$ cat config.mk
export PLATFORM = sky130hd
export DESIGN_NAME = mul_seq_ctrl
export DESIGN_NICKNAME = d
export VERILOG_FILES = /design/src/rtl/mul_seq_ctrl.sv
export SDC_FILE = /design/constraint.sdc
export NUM_CORES = 1
export LEC_CHECK = 0
export CORE_MARGIN = 8
export CORE_UTILIZATION = 50
export CTS_BUF_LIST = sky130_fd_sc_hd__clkbuf_4 sky130_fd_sc_hd__clkbuf_8 sky130_fd_sc_hd__clkbuf_16
export DETAILED_ROUTE_END_ITERATION = 10
export PLACE_DENSITY_LB_ADDON = 0.05
export SLEW_MARGIN = 20
export SYNTH_ARGS = -nofsm -noshare
export SYNTH_HDL_FRONTEND = slang
export SYNTH_SLANG_ARGS = --single-unit
export TNS_END_PERCENT = 10
$ cat constraint.sdc
create_clock -name clk -period 3.1 [get_ports clk]
set_input_delay 0.31 -clock clk [delete_from_list [all_inputs] [get_ports clk]]
set_output_delay 0.31 -clock clk [all_outputs]
set_load 0.02 [all_outputs]
$ cat src/rtl/mul_seq_ctrl.sv
// Sequential multiply controller: forms a*b by repeated addition, driving an
// external combinational ALU one operation per cycle behind a start/done handshake.
module mul_seq_ctrl #(
    parameter int         N       = 4,
    parameter logic [3:0] OP_ADD  = 4'b0000,
    parameter logic [3:0] OP_SUB  = 4'b0001,
    parameter logic [3:0] OP_IDLE = 4'b0111
) (
    input  logic         clk,
    input  logic         rst,
    input  logic         start,
    input  logic [N-1:0] a_in,
    input  logic [N-1:0] b_in,
    output logic         busy,
    output logic         done,
    output logic [N-1:0] product,
    output logic         ovf,
    output logic         err,
    output logic [N-1:0] alu_a,
    output logic [N-1:0] alu_b,
    output logic [3:0]   alu_op,
    input  logic [N-1:0] alu_out,
    input  logic         alu_of,
    input  logic         alu_un,
    input  logic         alu_err,
    input  logic         alu_zero
);

    localparam logic [1:0] S_IDLE = 2'd0;
    localparam logic [1:0] S_ACC  = 2'd1;
    localparam logic [1:0] S_DEC  = 2'd2;
    localparam logic [1:0] S_DONE = 2'd3;

    logic [1:0]   state;
    logic [N-1:0] acc;
    logic [N-1:0] cnt;
    logic [N-1:0] mcand;

    // The decrement starts from cnt >= 1, so a borrow is impossible there.
    logic unused_alu_un;
    assign unused_alu_un = alu_un;

    always_comb begin
        alu_a  = '0;
        alu_b  = '0;
        alu_op = OP_IDLE;
        case (state)
            S_ACC: begin
                alu_a  = acc;
                alu_b  = mcand;
                alu_op = OP_ADD;
            end
            S_DEC: begin
                alu_a  = cnt;
                alu_b  = N'(1);
                alu_op = OP_SUB;
            end
            default: ;
        endcase
    end

    always_ff @(posedge clk or posedge rst) begin
        if (rst) begin
            state   <= S_IDLE;
            acc     <= '0;
            cnt     <= '0;
            mcand   <= '0;
            product <= '0;
            busy    <= 1'b0;
            done    <= 1'b0;
            ovf     <= 1'b0;
            err     <= 1'b0;
        end else begin
            done <= 1'b0;
            case (state)
                S_IDLE: begin
                    if (start) begin
                        mcand <= a_in;
                        cnt   <= b_in;
                        acc   <= '0;
                        ovf   <= 1'b0;
                        err   <= 1'b0;
                        busy  <= 1'b1;
                        if (b_in == '0) begin
                            // acc is being cleared on this same edge, so publish zero directly
                            product <= '0;
                            done    <= 1'b1;
                            state   <= S_DONE;
                        end else begin
                            state <= S_ACC;
                        end
                    end
                end
                S_ACC: begin
                    if (alu_err) begin
                        err     <= 1'b1;
                        product <= acc;
                        done    <= 1'b1;
                        state   <= S_DONE;
                    end else begin
                        acc   <= alu_out;
                        ovf   <= ovf | alu_of;
                        state <= S_DEC;
                    end
                end
                S_DEC: begin
                    if (alu_err) begin
                        err     <= 1'b1;
                        product <= acc;
                        done    <= 1'b1;
                        state   <= S_DONE;
                    end else begin
                        cnt <= alu_out;
                        if (alu_zero) begin
                            product <= acc;
                            done    <= 1'b1;
                            state   <= S_DONE;
                        end else begin
                            state <= S_ACC;
                        end
                    end
                end
                S_DONE: begin
                    busy  <= 1'b0;
                    state <= S_IDLE;
                end
                default: state <= S_IDLE;
            endcase
        end
    end

endmodule

* Word-level counts from Yosys, hierarchy flattened *
Index checks and enable logic that the tools add are counted.

storage, ports and cells
  bits in registers = 22
  input bits = 19
  output and inout port bits = 20
  logic and storage cells = 67

operators by class
  equal/unequal tests = 10
  mux-type cells = 33
  bitwise logic cells = 1
  reductions and logical operators = 14

operators with widths
  kind                number
  $mux 4              8
  $pmux 4 s2          4
  $pmux 4 s3          1
  $mux 1              10
  $ne 2x2->1 const B  5
  $reduce_and 3->1    3
  $mux 2              4
  $pmux 2 s4          1
  $reduce_bool 2->1   4
  $pmux 1 s2          3
  $pmux 3 s2          1
  $reduce_and 5->1    1
  $eq 2x2->1 const B  2
  $logic_not 4->1     1
  $reduce_and 2->1    2
  $ne 3x3->1 const B  1
  $pmux 1 s3          1
  $reduce_bool 3->1   1
  $eq 2x1->1 const B  1
  $logic_not 2->1     1
  $ne 2x1->1 const B  1
  $reduce_or 2->1     1
  $or 1x1->1          1

* Longest topological paths before layout *
Gate-level depths: netlist of run 1.

  word-level depth = 4
  gate-level depth with buffers = 7
  mapped depth without buffers = 6

* Least setup slack after synthesis of run 1 *
Ideal clock, no wire load.

  kind = register to output
  start point = register state[1]
  end point = output port alu_a[0]
  arrival time = 1.392 ns
  required time = 2.790 ns
  path slack = 1.398 ns
  cell stages (with the launch flop) = 6
  buffers on the path = 1
  path through = dfrtp_1 > inv_1 > ha_1 > buf_4 > inv_1 > nor2_1

on the way
  cells in the longest elaborated chain, start to end = 2
  elaborated cells between the ends (all ways) = 3
  those cells by class = 2 x eq/ne; 1 x mux

RTL lines
  item                                             RTL line  text
  from (decl)                                      34        logic [1:0] state;
  from (signal assigned)                           64        state <= S_IDLE;
  from (signal assigned)                           88        state <= S_DONE;
  from (signal assigned)                           90        state <= S_ACC;
  $eq 2x2->1 / $eq 2x1->1 (equally long branches)  47        case (state)
  $pmux 4 s2 (*)                                   47
  to (decl)                                        19        output logic [N-1:0] alu_a,

Mark *: on every way between the ends. The rest lies on a longest branch, timed or not.

* Worst setup path after layout of run 1 *
  start point = register state[1]
  end point = output port alu_a[3]

Same word-level chain as after synthesis.

==> metrics.txt, run 1 <==
# TYPE chip_impl_metric gauge
chip_impl_info{name="outcome",value="completed"} 1
chip_impl_metric{name="fin_crit",unit="ns"} 2.652
chip_impl_metric{name="clkSinkCount",unit=""} 22
chip_impl_metric{name="nets",unit=""} 192
chip_impl_metric{name="detailedRoute.firstPassIterationCount",unit=""} 4
chip_impl_metric{name="grt_pass1_wl",unit="um"} 5161
chip_impl_metric{name="h_tree_lvl_count",unit=""} 1
chip_impl_metric{name="cts_setup_buffers",unit=""} 0
chip_impl_metric{name="finalHoldWorstSlack",unit="ns"} 0.4519
chip_impl_metric{name="numPortBuffers",unit=""} 36
chip_impl_metric{name="die_area",unit="sq mm"} 0.004428
chip_impl_metric{name="hold_bufs_inserted_after_cts",unit=""} 0
chip_impl_metric{name="finalHoldViolations",unit=""} 0
chip_impl_metric{name="syn-num-nets",unit=""} 159
chip_impl_metric{name="floorplan.die.height",unit="um"} 66.55
chip_impl_info{name="rr_startpoint",value="state[1]"} 1
chip_impl_info{name="criticalPathCategory",value="register to output pin"} 1
chip_impl_metric{name="reg2reg_setup_slack",unit="ns"} 1.06
chip_impl_metric{name="post-route-period-util",unit=""} 0.8556
chip_impl_info{name="worst_r2r_endpoint",value="product[0]"} 1
chip_impl_metric{name="grt_usage",unit=""} 0.1504
chip_impl_metric{name="cts_buffers",unit=""} 3
chip_impl_info{name="root_buffer",value="clkbuf_4"} 1
chip_impl_info{name="worstSetupEndpointType",value="output pin"} 1
chip_impl_metric{name="initial_standard_cell_utilization_of_the_core",unit=""} 0.5204
chip_impl_metric{name="post-route-drc-count",unit=""} 0
chip_impl_metric{name="gp_congestion",unit=""} 0.7954
chip_impl_metric{name="multi_input_area",unit="sq um"} 626.9
chip_impl_metric{name="critical_path_peak_fanout",unit=""} 9
chip_impl_info{name="worstHoldPathType",value="input port to async pin"} 1
chip_impl_metric{name="ctsResizeCount",unit=""} 0
chip_impl_metric{name="initialDrtViolationCount",unit=""} 38
chip_impl_metric{name="route.antenna.remaining_nets",unit=""} 0
chip_impl_info{name="clock_tree_from_tritoncts",value="yes"} 1
chip_impl_metric{name="timing_max_transition_violations_final",unit=""} 0
chip_impl_metric{name="synthCells",unit=""} 134
chip_impl_metric{name="fillCellCount",unit=""} 214
chip_impl_metric{name="syn_avg_cell_area",unit="sq um"} 9.533
chip_impl_metric{name="ys_ff_latch",unit=""} 22
chip_impl_metric{name="worstPathArrival",unit="ns"} 2.34
chip_impl_metric{name="yosys_warnings",unit=""} 0
chip_impl_metric{name="grt_max_degree",unit=""} 23
chip_impl_info{name="crit_path_start",value="state[1]"} 1
chip_impl_metric{name="floorplan.core_area",unit="sq mm"} 0.002455
chip_impl_metric{name="max_cap_violations",unit=""} 0
chip_impl_metric{name="grt_antenna_before_repair",unit=""} 0
chip_impl_metric{name="drt-total-wl",unit="um"} 3150
chip_impl_metric{name="r2r_cells",unit=""} 6
chip_impl_metric{name="synth_area",unit="sq mm"} 0.001277
chip_impl_metric{name="grt_overflow",unit=""} 0
chip_impl_metric{name="critPathRequiredTime",unit="ns"} 2.79
chip_impl_metric{name="vias_in_the_first_global_route",unit=""} 1089
chip_impl_metric{name="fmax",unit="GHz"} 0.3770
chip_impl_metric{name="cts-root-to-sink-buffers",unit=""} 2
chip_impl_metric{name="slew_headroom",unit=""} 0.4377
chip_impl_metric{name="seq_area",unit="sq um"} 550.5
chip_impl_metric{name="fraction_of_final_layout_cells_with_drive_strength_greater_than_1",unit=""} 0.06061
chip_impl_metric{name="detailroute.via_count",unit=""} 1087
chip_impl_metric{name="clock_insertion_delay_worst_skew",unit="ns"} 0.31
chip_impl_metric{name="clk_pin_slew",unit="ns"} 0.12
chip_impl_info{name="worstSetupStartpointType",value="register"} 1
chip_impl_metric{name="rows",unit=""} 18
chip_impl_metric{name="yosys.cell_types.count",unit=""} 22
chip_impl_metric{name="io_pins",unit=""} 39
chip_impl_metric{name="setup_viol",unit=""} 0
chip_impl_metric{name="synth_sequential_area_ratio",unit=""} 0.4310
chip_impl_metric{name="die_width",unit="um"} 66.55
chip_impl_metric{name="leakage",unit="uW"} 0.0007144
chip_impl_metric{name="hpwl",unit="um"} 2358
chip_impl_metric{name="finalSetupTns",unit="ns"} 0
chip_impl_info{name="leading_cell_types_in_the_layout_fill_and_taps_excluded",value="clkdlybuf4s50_1, dfrtp_1, nor2_1, a22oi_1"} 1
chip_impl_info{name="leading_cell_type_in_the_layout_fill_and_taps_excluded",value="clkdlybuf4s50_1"} 1
chip_impl_metric{name="syn2layout_area_growth",unit="%"} 28.60
chip_impl_metric{name="via_per_inst",unit=""} 5.574
chip_impl_metric{name="max-vdd-ir-drop",unit="mV"} 0.6839
chip_impl_info{name="rsz0062_at_grt",value="false"} 1
chip_impl_metric{name="antennaDiodeCount",unit=""} 0
chip_impl_metric{name="actual_slew_at_the_worst_max_slew_pin",unit="ns"} 0.8425
chip_impl_metric{name="worst_clock_skew",unit="ns"} 0.002185
chip_impl_metric{name="power_density",unit="mW/mm^2"} 1101
chip_impl_metric{name="routed_wire_length_per_instance",unit="um"} 16.15
[cell usage after synthesis]
cell       n  area [sq um]
a211oi_4   1         20.02
a21oi_1   10         50.05
a22oi_1   13         97.59
a31oi_1    2         12.51
and3_1     3         18.77
buf_2      2         10.01
buf_4      6         45.04
conb_1     1         3.750
dfrtp_1   22         550.5
ha_1       6         75.07
inv_1     12         45.04
mux2_2     4         45.04
mux2i_1    9         90.09
nand2_1   12         45.04
nand2b_1   2         12.51
nand3_1    2         10.01
nor2_1    13         48.80
nor2b_1    1         6.260
nor4_4     1         21.27
o21ai_0   10         50.05
o21ai_1    1         5.000
o221ai_2   1         15.01
[cells by family after synthesis]
kind of cell / after synthesis / share of synthesized area
other: 1 / 0.002935
DFF: 22 / 0.4310
buffers and inverters: 20 / 0.07835
muxes: 13 / 0.1058
and+or+nand+nor: 34 / 0.1273
adders and majority gates: 6 / 0.05876
AOI/OAI and AO/OA: 38 / 0.1959
[through the flow]
step                      setup slack [ns]  instances  utilization  power [uW]  area [sq um]
after floorplan                      1.398        134            -        1293          1277
after global placement              0.8047        192       0.6600        1650          1620
after detailed placement            0.7887        192       0.6600        1683          1620
after CTS                           0.4179        195       0.6692        1822          1643
after global routing                0.2348        195       0.6692        1955          1643
final                               0.4476        195       0.6692        1809          1643
[cell type report]
type / count / share of cell area
Clock buffer: 3 / 0.01371
Sequential cell: 22 / 0.3351
Inverter: 12 / 0.02742
Timing Repair Buffer: 36 / 0.2193
Multi-Input combinational cell: 92 / 0.3816
Tap cell: 30 / 0.02285
[worst max path at each step]
stage	to	slack, ns	cells after the start
CTS	alu_a[3]	0.42	5
floorplan	alu_a[0]	1.40	5
global placement	alu_a[2]	0.80	5
global route	alu_a[1]	0.23	5
finish	alu_a[3]	0.45	5
detailed placement	alu_a[2]	0.79	5
[critical path, stage by stage (launching register included)]
cell and delay, ns:
dfrtp_1 0.45, inv_1 0.13, ha_1 0.48, inv_1 0.22, nor2_1 0.14, clkdlybuf4s50_1 0.61
[power by group]
group | switching [uW] | internal (uW) | leakage (uW)
clock | 85.0 | 45.5 | 0.0000138
sequential | 95.6 | 424 | 0.000270
combinational | 657 | 502 | 0.000430
total | 837 | 972 | 0.000714
[sequential cells by signal (all words and copies together), names as in the netlist]
register  cells
state         2
ovf           1
product       4
busy          1
acc           4
mcand         4
cnt           4
err           1
done          1
[metal layers]
metal  GRT usage  routed length [um]  up-vias
met5           0                   0        -
met4     0.06933                  52        0
met3     0.05872                 337        7
met2      0.2354                1463       53
met1      0.1761                1296      501
li1            -                   -      526
(Power assumes the default switching activity.)
==> run 2: changes to the inputs <==
--- a/config.mk
+++ b/config.mk
@@ -7,3 +7,3 @@
 export LEC_CHECK = 0
-export CORE_MARGIN = 8
+export CORE_MARGIN = 3
 export CORE_UTILIZATION = 50
--- a/constraint.sdc
+++ b/constraint.sdc
@@ -3,2 +3,2 @@
 set_output_delay 0.31 -clock clk [all_outputs]
-set_load 0.02 [all_outputs]
+set_load 0.1 [all_outputs]
==> run 2 against run 1 <==
Compared with the run above:
- flip-flop and latch count stayed put
- utilization is 3.9 points higher
- final area did not move
- worst setup slack better by 0.27 ns
- via count up 1.7%
- non-clock buffer count unchanged
- fmax grew 11%
- register-to-register slack barely moved
- wire length decreased by 6.3%
- clock skew is 0.0024 ns higher
==> metrics.txt, run 2 (synthesized netlist as in run 1, its figures left out) <==
# TYPE chip_impl_metric gauge
chip_impl_metric{name="hold_bufs_inserted_after_cts",unit=""} 0
chip_impl_metric{name="detailroute.via_count",unit=""} 1106
chip_impl_metric{name="clock_insertion_delay_worst_skew",unit="ns"} 0.33
chip_impl_metric{name="grt_overflow",unit=""} 0
chip_impl_metric{name="worstPathArrival",unit="ns"} 2.07
chip_impl_metric{name="floorplan.core_area",unit="sq mm"} 0.002318
chip_impl_metric{name="clk_pin_slew",unit="ns"} 0.14
chip_impl_info{name="criticalPathCategory",value="register to output pin"} 1
chip_impl_info{name="leading_cell_types_in_the_layout_fill_and_taps_excluded",value="clkdlybuf4s50_1, dfrtp_1, nor2_1, a22oi_1"} 1
chip_impl_metric{name="hpwl",unit="um"} 2133
chip_impl_metric{name="nets",unit=""} 192
chip_impl_metric{name="die_width",unit="um"} 56.55
chip_impl_metric{name="initial_standard_cell_utilization_of_the_core",unit=""} 0.5510
chip_impl_info{name="rr_startpoint",value="state[1]"} 1
chip_impl_metric{name="routed_wire_length_per_instance",unit="um"} 15.22
chip_impl_info{name="crit_family",value="buffers and inverters"} 1
chip_impl_metric{name="critical_path_peak_fanout",unit=""} 9
chip_impl_metric{name="crit_cells",unit=""} 5
chip_impl_metric{name="reg2reg_setup_slack",unit="ns"} 1.06
chip_impl_info{name="critPathMostFrequentCell",value="inv_1"} 1
chip_impl_metric{name="route.antenna.remaining_nets",unit=""} 0
chip_impl_info{name="root_buffer",value="clkbuf_4"} 1
chip_impl_metric{name="setup_viol",unit=""} 0
chip_impl_metric{name="gp_congestion",unit=""} 0.8154
chip_impl_metric{name="worst_path_largest_cell_delay",unit="ns"} 0.48
chip_impl_metric{name="clkSinkCount",unit=""} 22
chip_impl_metric{name="initialDrtViolationCount",unit=""} 41
chip_impl_metric{name="via_per_inst",unit=""} 5.701
chip_impl_metric{name="critPathRequiredTime",unit="ns"} 2.79
chip_impl_metric{name="path_buf_inv",unit=""} 3
chip_impl_metric{name="max_cap_violations",unit=""} 0
chip_impl_info{name="outcome",value="completed"} 1
chip_impl_metric{name="finalHoldWorstSlack",unit="ns"} 0.4287
chip_impl_metric{name="actual_slew_at_the_worst_max_slew_pin",unit="ns"} 0.9656
chip_impl_info{name="rsz0062_at_grt",value="false"} 1
chip_impl_metric{name="fraction_of_final_layout_cells_with_drive_strength_greater_than_1",unit=""} 0.1325
chip_impl_info{name="leading_cell_type_in_the_layout_fill_and_taps_excluded",value="clkdlybuf4s50_1"} 1
chip_impl_metric{name="io_pins",unit=""} 39
chip_impl_metric{name="fmax",unit="GHz"} 0.4203
chip_impl_metric{name="worst_clock_skew",unit="ns"} 0.004572
chip_impl_metric{name="cts_buffers",unit=""} 3
chip_impl_metric{name="syn2layout_area_growth",unit="%"} 28.60
chip_impl_info{name="worstSetupEndpointType",value="output pin"} 1
chip_impl_metric{name="die_area",unit="sq mm"} 0.003197
chip_impl_metric{name="timing_max_transition_violations_final",unit=""} 0
chip_impl_metric{name="floorplan.die.height",unit="um"} 56.55
chip_impl_metric{name="post-route-drc-count",unit=""} 0
chip_impl_metric{name="cts-root-to-sink-buffers",unit=""} 2
chip_impl_metric{name="post-route-period-util",unit=""} 0.7676
chip_impl_metric{name="ctsResizeCount",unit=""} 0
chip_impl_metric{name="grt_antenna_before_repair",unit=""} 0
chip_impl_info{name="worstSetupStartpointType",value="register"} 1
chip_impl_info{name="worstHoldPathType",value="input port to async pin"} 1
chip_impl_metric{name="antennaDiodeCount",unit=""} 0
chip_impl_metric{name="h_tree_lvl_count",unit=""} 1
chip_impl_metric{name="rows",unit=""} 17
chip_impl_metric{name="numPortBuffers",unit=""} 36
chip_impl_metric{name="grt_pass1_wl",unit="um"} 5106
chip_impl_metric{name="grt_usage",unit=""} 0.2032
chip_impl_metric{name="finalHoldViolations",unit=""} 0
chip_impl_metric{name="finalSetupTns",unit="ns"} 0
chip_impl_info{name="crit_slowest_cell",value="ha_1"} 1
chip_impl_metric{name="vias_in_the_first_global_route",unit=""} 1048
chip_impl_metric{name="cts_setup_buffers",unit=""} 0
chip_impl_metric{name="detailedRoute.firstPassIterationCount",unit=""} 4
chip_impl_metric{name="fin_crit",unit="ns"} 2.379
chip_impl_metric{name="r2r_cells",unit=""} 6
chip_impl_metric{name="drt-total-wl",unit="um"} 2953
chip_impl_metric{name="grt_max_degree",unit=""} 23
chip_impl_info{name="worst_r2r_endpoint",value="acc[0]"} 1
chip_impl_info{name="clock_tree_from_tritoncts",value="yes"} 1
chip_impl_info{name="cp_cell_sequence",value="inv_1 -> ha_1 -> inv_1 -> nor2_1 -> buf_4"} 1
chip_impl_metric{name="slew_headroom",unit=""} 0.3542
[run 2: worst reg2reg max path: stages (launching register included)]
cell,delay (ns)
dfrtp_1,0.46
inv_1,0.17
ha_1,0.48
inv_1,0.23
nor2_1,0.35
a22oi_1,0.12
o21ai_0,0.17
[run 2: how the worst max path moves through the flow]
stage,startpoint,end,slack [ns]
floorplan,state[1],alu_a[0],0.03
global placement,state[1],alu_a[2],1.13
detailed placement,state[1],alu_a[2],1.09
CTS,state[1],alu_a[2],0.71
global route,state[0],alu_a[1],0.52
finish,state[1],alu_a[2],0.72
[run 2: per-stage QoR]
stage                 util  worst slack (ns)  cell area [sq um]  std cells
floorplan                -           0.02947               1277        134
detailed placement  0.6859             1.089               1590        190
global placement    0.6859             1.132               1590        190
finish              0.7086            0.7205               1643        194
CTS                 0.7086            0.7073               1643        194
global route        0.7086            0.5211               1643        194
[run 2: cell type report]
cell class | instances | area, sq um
fill | 190 | 675.6
timing repair buffer | 36 | 332.8
clock inverter | 1 | 30.03
inverter | 12 | 45.04
multi-input combinational | 92 | 626.9
tap | 28 | 35.03
sequential | 22 | 550.5
clock buffer | 3 | 22.52
[run 2: per-layer routing]
| layer | part of all wire | vias to the layer above | GRT usage | wire length [um] |
|---|---|---|---|---|
| li1 | - | 526 | - | - |
| met1 | 0.44 | 528 | 0.2803 | 1305 |
| met2 | 0.46 | 47 | 0.3053 | 1371 |
| met3 | 0.073 | 5 | 0.03448 | 217 |
| met4 | 0.020 | 0 | 0.1017 | 58 |
| met5 | 0 | - | 0 | 0 |
Power of run 2 is not shown: default switching activity piles up to over one toggle a cycle in this logic, so the estimate is an artifact.
